===== src/rtl/dma_data_receive.sv =====
// dma_data_receive: consumer end of the GPU page ring; polls control records, reads pages back
// and checks their payload pattern, publishing the consumed-page count for producer flow control.
module dma_data_receive #(
  parameter int PAGE_SIZE = 2*1024*1024,
  parameter int CTRL_NUM  = 1024
) (
  input  logic         clk,
  input  logic         rstn,
  output logic         axis_dma_read_cmd_valid,
  input  logic         axis_dma_read_cmd_ready,
  output logic [63:0]  axis_dma_read_cmd_address,
  output logic [31:0]  axis_dma_read_cmd_length,
  input  logic         axis_dma_read_data_valid,
  output logic         axis_dma_read_data_ready,
  input  logic [511:0] axis_dma_read_data_data,
  input  logic [63:0]  axis_dma_read_data_keep,
  input  logic         axis_dma_read_data_last,
  input  logic [63:0]  transfer_base_addr,
  input  logic [31:0]  transfer_start_page,
  input  logic [31:0]  transfer_length,
  input  logic [31:0]  transfer_offset,
  input  logic [31:0]  work_page_size,
  input  logic         transfer_start,
  input  logic [31:0]  gpu_write_count,
  output logic [31:0]  gpu_read_count,
  output logic [31:0]  error_cnt,
  output logic [31:0]  error_index,
  output logic         rx_done
);
  localparam int CW = CTRL_NUM > 1 ? $clog2(CTRL_NUM) : 1;
  typedef enum logic [3:0] {IDLE, START, WAIT_AVAIL, CTRL_CMD, CTRL_DATA, DATA_CMD, DATA_DATA, JUDGE, END} state_t;
  state_t state, state_nxt;
  logic start_s1, start_s2, err_seen;
  logic [63:0] ctrl_base, page_base;
  logic [31:0] remain, rec_page, rec_len, beat, remain_nxt;
  logic [CW-1:0] ctrl_idx;
  logic [511:0] d;
  logic start_edge, rd_fire, stale, rec_ok, last_beat, payload_bad, last_bad, unused_ok;
  assign d = axis_dma_read_data_data;
  assign start_edge = start_s1 & ~start_s2;
  assign rd_fire = axis_dma_read_data_valid & axis_dma_read_data_ready;
  // a clear flag or an old ctrl index means the producer has not published this slot yet
  assign stale = ~d[511] | (d[63:32] != 32'(ctrl_idx));
  assign rec_ok = axis_dma_read_data_last & (d[95:64] < work_page_size) & (d[31:0] != '0) &
                  (d[5:0] == '0) & (d[31:0] <= 32'(PAGE_SIZE));
  assign last_beat = beat == (rec_len >> 6) - 32'd1;
  assign payload_bad = d[31:0] != beat + transfer_offset;
  assign last_bad = axis_dma_read_data_last != last_beat;
  assign remain_nxt = remain > rec_len ? remain - rec_len : '0;
  assign unused_ok = &{1'b0, axis_dma_read_data_keep, d[510:96]};
  always_ff @(posedge clk)
    state <= !rstn ? IDLE : state_nxt;
  always_comb begin
    state_nxt = state;
    case (state)
      IDLE:       state_nxt = start_edge ? START : IDLE;
      START:      state_nxt = WAIT_AVAIL;
      WAIT_AVAIL: state_nxt = (gpu_write_count - gpu_read_count) != '0 ? CTRL_CMD : WAIT_AVAIL;
      CTRL_CMD:   state_nxt = axis_dma_read_cmd_ready ? CTRL_DATA : CTRL_CMD;
      CTRL_DATA:  state_nxt = !rd_fire ? CTRL_DATA : stale ? WAIT_AVAIL : rec_ok ? DATA_CMD : END;
      DATA_CMD:   state_nxt = axis_dma_read_cmd_ready ? DATA_DATA : DATA_CMD;
      DATA_DATA:  state_nxt = rd_fire && last_beat ? JUDGE : DATA_DATA;
      JUDGE:      state_nxt = remain_nxt == '0 ? END : WAIT_AVAIL;
      END:        state_nxt = IDLE;
      default:    state_nxt = IDLE;
    endcase
  end
  always_comb begin
    axis_dma_read_cmd_valid = state == CTRL_CMD || state == DATA_CMD;
    axis_dma_read_cmd_address = state == CTRL_CMD ? ctrl_base + (64'(ctrl_idx) << 6) :
                                state == DATA_CMD ? page_base + 64'(rec_page) * 64'(PAGE_SIZE) : '0;
    axis_dma_read_cmd_length = state == CTRL_CMD ? 32'h40 : state == DATA_CMD ? rec_len : '0;
    axis_dma_read_data_ready = state == CTRL_DATA || state == DATA_DATA;
  end
  always_ff @(posedge clk) begin
    if (!rstn) begin
      start_s1 <= 1'b0;
      start_s2 <= 1'b0;
      err_seen <= 1'b0;
      ctrl_base <= '0;
      page_base <= '0;
      remain <= '0;
      rec_page <= '0;
      rec_len <= '0;
      beat <= '0;
      ctrl_idx <= '0;
      gpu_read_count <= '0;
      error_cnt <= '0;
      error_index <= '0;
      rx_done <= 1'b0;
    end else begin
      start_s1 <= transfer_start;
      start_s2 <= start_s1;
      if (state == START) begin
        ctrl_base <= transfer_base_addr;
        page_base <= transfer_base_addr + 64'(transfer_start_page) * 64'(PAGE_SIZE);
        remain <= transfer_length;
        ctrl_idx <= '0;
        error_cnt <= '0;
        error_index <= '0;
        err_seen <= 1'b0;
        rx_done <= 1'b0;
      end
      if (state == CTRL_DATA && rd_fire) begin
        rec_page <= d[95:64];
        rec_len <= d[31:0];
        if (!stale && !rec_ok) error_cnt <= error_cnt + 32'd1;
      end
      if (state == DATA_CMD) beat <= '0;
      if (state == DATA_DATA && rd_fire) begin
        beat <= beat + 32'd1;
        error_cnt <= error_cnt + 32'(payload_bad) + 32'(last_bad);
        if (payload_bad && !err_seen) begin
          error_index <= beat;
          err_seen <= 1'b1;
        end
      end
      if (state == JUDGE) begin
        gpu_read_count <= gpu_read_count + 32'd1;
        remain <= remain_nxt;
        ctrl_idx <= ctrl_idx == CW'(CTRL_NUM - 1) ? '0 : ctrl_idx + 1'b1;
      end
      if (state == END) rx_done <= 1'b1;
    end
  end
endmodule

===== config.mk =====
export PLATFORM = sky130hd
export DESIGN_NAME = dma_data_receive
export DESIGN_NICKNAME = d
export VERILOG_FILES = /design/src/rtl/dma_data_receive.sv
export SDC_FILE = /design/constraint.sdc
export NUM_CORES = 1
export LEC_CHECK = 0
export CORE_AREA = 2 2 393 395
export DETAILED_ROUTE_END_ITERATION = 10
export DIE_AREA = 0 0 395 397
export SLEW_MARGIN = 30
export SYNTH_ARGS = -nofsm -noshare
export SYNTH_HDL_FRONTEND = slang
export SYNTH_SLANG_ARGS = --single-unit

===== constraint.sdc =====
create_clock -name clk -period 6.5 [get_ports clk]
set_input_delay 0.65 -clock clk [delete_from_list [all_inputs] [get_ports clk]]
set_output_delay 0.65 -clock clk [all_outputs]
set_load 0.02 [all_outputs]

==> summary.txt <==
Clock network
  – CTS Root Cell: clkbuf_16
  – CTS Sinks: 349
  – Clock transition at path regs: 60 ps
  – CTS tree: yes
  – Clk_lat worst skew: 610 ps
  – Post-CTS Resized: 0
  – CTS H-tree lvls: 2
  – Max Root-Sink Buffers: 3
  – CTS Buf Count: 47
  – Post-CTS Setup Inserts: 0
  – Hold_buf cts: 0

Critical path
  – CP Class: flip-flop to output port
  – Cell Chain, Critical Path: ha_1 > inv_1 > fa_1 > nor2b_1 > o21ai_0 > a21boi_1 > o21ai_0 > a21boi_1 > o21ai_0 > a21boi_0 > o21ai_1 > a211oi_1 > nand2_1 > xor2_1 > o22ai_1 > clkdlybuf4s50_1
  – Most Frequent Cell on Critical Path: o21ai_0
  – CP max stage delay: 720 ps
  – Arrival time at the worst endpoint: 5340 ps
  – Critical path launch point type: flip-flop
  – CP endpoint kind: output port
  – Crit-path max FO: 6
  – Crit-path slowest cell: a211oi_1
  – Critical Path RT: 5850 ps

Flow run
  – Max_cap viols: 0

Placement
  – Buffers on Ports: 521
  – HPWL Detailed: 108000 um
  – Area after DPL: 0.0352 mm^2
  – RePlAce Congestion: 0.937

Die
  – Site Rows: 144
  – Die area: 0.157 mm^2
  – I/O Pins: 1001
  – Core ar.: 0.153 mm^2
  – Initial Utilization: 18.1%
  – Die height: 397 um
  – Chip width: 395 um

Layout
  – Area of the multi-input gates: 0.0194 mm^2
  – Cell area after layout: 0.0367 mm^2
  – Final Core Density: 24.0%
  – Final #Nets: 5238
  – Fillers: 16820
  – Share of cells above drive strength 1: 4.63%
  – P&R area growth vs syn: 32.4%
  – Reg area: 0.00699 mm^2

Global routing
  – Largest net degree at the start of global routing: 131
  – Tot GR Track Use: 16.3%
  – Grt ovf: 0
  – First-pass GRT wire length: 192000 um
  – Initial antenna violation count: 45
  – Via count of the first global-routing pass: 28588

Pwr
  – P_leak: 13.1 nW
  – Overall power: 0.00760 W
  – VDD IR-drop max: 177 uV
  – PwrDens: 207 mW/mm^2
  – Internal power: 0.00481 W
  – Logic pwr share: 34.2%
  – Switching power total: 0.00280 W
  – Flop pwr share: 31.2%
  – Clk network pwr share: 34.6%
  – Sw frac: 36.8%

Routing
  – Routed Wire Length: 134000 um
  – Via count: 30024
  – Routed length per instance: 21.2 um
  – Vias/cell: 4.76
  – Routed Antenna Nets: 0
  – DRT Pass-1 Iters: 7
  – Residual DRC count: 0
  – Iteration-0 DRC Markers: 2652

Yosys
  – Post-Syn Area: 0.0277 mm^2
  – Ys Warns: 0
  – Synth unique cells: 103
  – Synth top area share: 25.2%
  – Synth area leaders: dfxtp_1, ha_1, nand2_1
  – Synthesized instance count: 3778
  – Mapped Nets: 4795
  – Post-synthesis async set-or-reset flop share: 0%
  – Number of synthesized register bits: 349
  – Post-synthesis sequential area ratio: 25.2%
  – Synth Area per Inst: 7.34 um^2
  – Predominant post-synthesis flop cell: dfxtp_1
  – Post-synth EDFFs: 0
  – Biggest area consumer among synthesized cells: dfxtp_1

STA
  – Clock Skew: 21.5 ps
  – Slew HR: 34.3%
  – Fin crit share: 92.1%
  – Setup TNS: 0 ps
  – Fmax: 167 MHz
  – Final worst hold slack: 449 ps
  – Hold Violations, Final: 0
  – Min Tclk post-route: 5990 ps
  – Endpoints failing setup: 0
  – Final Max Tran Viols: 0
  – RSZ-0062 raised after global routing: false
  – Tightest Pin Transition: 985 ps

Worst hold path
  – Hold WC Path Type: flip-flop to flip-flop

Outcome
  – Outcome: finished clean
-- power groups by stage --
| stage | logic, W | registers [W] | clock network, W |
|---|---|---|---|
| 2_1_floorplan | 0.00173 | 0.00238 | 0 |
| 3_3_place_gp | 0.00254 | 0.00241 | 0 |
| 3_5_place_dp | 0.00256 | 0.00242 | 0 |
| 4_1_cts | 0.00257 | 0.00237 | 0.00269 |
| 5_1_grt | 0.00284 | 0.00239 | 0.00277 |
| 6_report | 0.00260 | 0.00237 | 0.00263 |
-- Yosys cell counts, types with 12 or more instances --
library cell / count
nand2_1: 565
a21oi_1: 409
dfxtp_1: 349
nor2_1: 337
ha_1: 205
xnor2_1: 195
inv_1: 169
nand3_1: 160
clkbuf_1: 146
o21ai_0: 123
a21o_1: 89
xor2_1: 88
nor3_1: 71
and3_1: 69
nand4_1: 58
o22ai_1: 50
mux2i_1: 49
o21a_1: 47
a31oi_1: 37
nor4_1: 36
a211oi_1: 30
o21bai_1: 29
and2_1: 27
o211ai_1: 27
or3_1: 26
nor2b_1: 23
o21ai_1: 22
a222oi_1: 20
nand2b_1: 20
or2_2: 18
nor3b_1: 15
o31ai_1: 15
a22oi_1: 12
buf_2: 12
-- metal layers --
| layer | share of wire [%] | vias up | track usage (%) |
|---|---|---|---|
| met4 | 2.9 | 46 | 4.52 |
| met5 | 0.23 | - | 0 |
| met2 | 45 | 1216 | 26.5 |
| li1 | - | 14438 | - |
| met3 | 9.3 | 215 | 4.80 |
| met1 | 43 | 14109 | 20.7 |
-- metrics by stage --
| stage | cells | setup WS [ps] |
|---|---|---|
| after floorplan | 3778 | 1500 |
| after global placement | 6216 | 347 |
| after detailed placement | 6216 | 281 |
| after CTS | 6300 | 477 |
| after global routing | 6303 | 173 |
| final | 6311 | 512 |
-- cell type report --
type	count	share of cell area, %
multi-input cells	3078	52.7
flip-flops and latches	349	19.0
repair buffers	572	15.3
inverters	173	1.79
clock inverters	18	0.487
well taps	2044	6.97
diodes	11	0.0750
clock buffers	66	3.62
-- logic make-up (layout without fill, tap and decap cells) --
family                     Yosys count  count (layout)  synth area share (%)
xor gates and xnor gates           283             283                  8.94
buffers and inverters              351             829                  5.18
muxes                               58              58                  2.13
other                                0              11                     0
AOI/OAI and AO/OA                 1042            1042                  23.8
DFF                                349             349                  25.2
adders and majority gates          212             212                  9.72
and+or+nand+nor                   1483            1483                  25.0
-- flip-flops by register name (all words and copies together) (netlist names) --
register        cells
page_base          43
ctrl_idx           10
start_s2            1
error_cnt          32
rec_page           32
rec_len            32
rx_done             1
ctrl_base          64
err_seen            1
gpu_read_count     32
start_s1            1
remain             32
state               4
beat               32
error_index        32
-- cells in the final DEF, fill, tap and decap left out, types with 29 or more instances in the layout --
| master | instances |
|---|---|
| nand2_1 | 563 |
| xnor2_1 | 195 |
| and3_1 | 69 |
| nor4_1 | 36 |
| xor2_1 | 88 |
| o21a_1 | 47 |
| mux2i_1 | 49 |
| a31oi_1 | 37 |
| inv_1 | 169 |
| nor3_1 | 70 |
| buf_4 | 50 |
| nand4_1 | 58 |
| a211oi_1 | 30 |
| clkdlybuf4s50_1 | 520 |
| dfxtp_1 | 349 |
| a21oi_1 | 409 |
| clkbuf_16 | 47 |
| ha_1 | 205 |
| o21ai_0 | 123 |
| o22ai_1 | 50 |
| nand3_1 | 158 |
| nor2_1 | 333 |
| a21o_1 | 89 |
| o21bai_1 | 29 |
-- worst paths after layout --
path | startpoint | endpoint | slack [ps] | cells past startpoint
worst max-delay path | ctrl_idx[0]$_SDFFE_PN0P_ | axis_dma_read_cmd_address[28] | 510 | 16
worst min-delay path | start_s1$_SDFF_PN0_ | start_s2$_SDFF_PN0_ | 450 | 1
worst max register to register | rec_len[6]$_SDFFE_PN0P_ | error_cnt[22]$_SDFF_PN0_ | 830 | 21
worst min register to register | start_s1$_SDFF_PN0_ | start_s2$_SDFF_PN0_ | 450 | 1
-- worst max-delay path: cells and delay by family (launching register included) --
kind	cells	cell delay [ps]
adders and majority gates	2	620
and+or+nand+nor	2	270
DFF	1	450
AOI/OAI and AO/OA	9	2450
buffers and inverters	2	760
xor gates and xnor gates	1	190
Note: power is estimated with default switching activity, not from simulation.
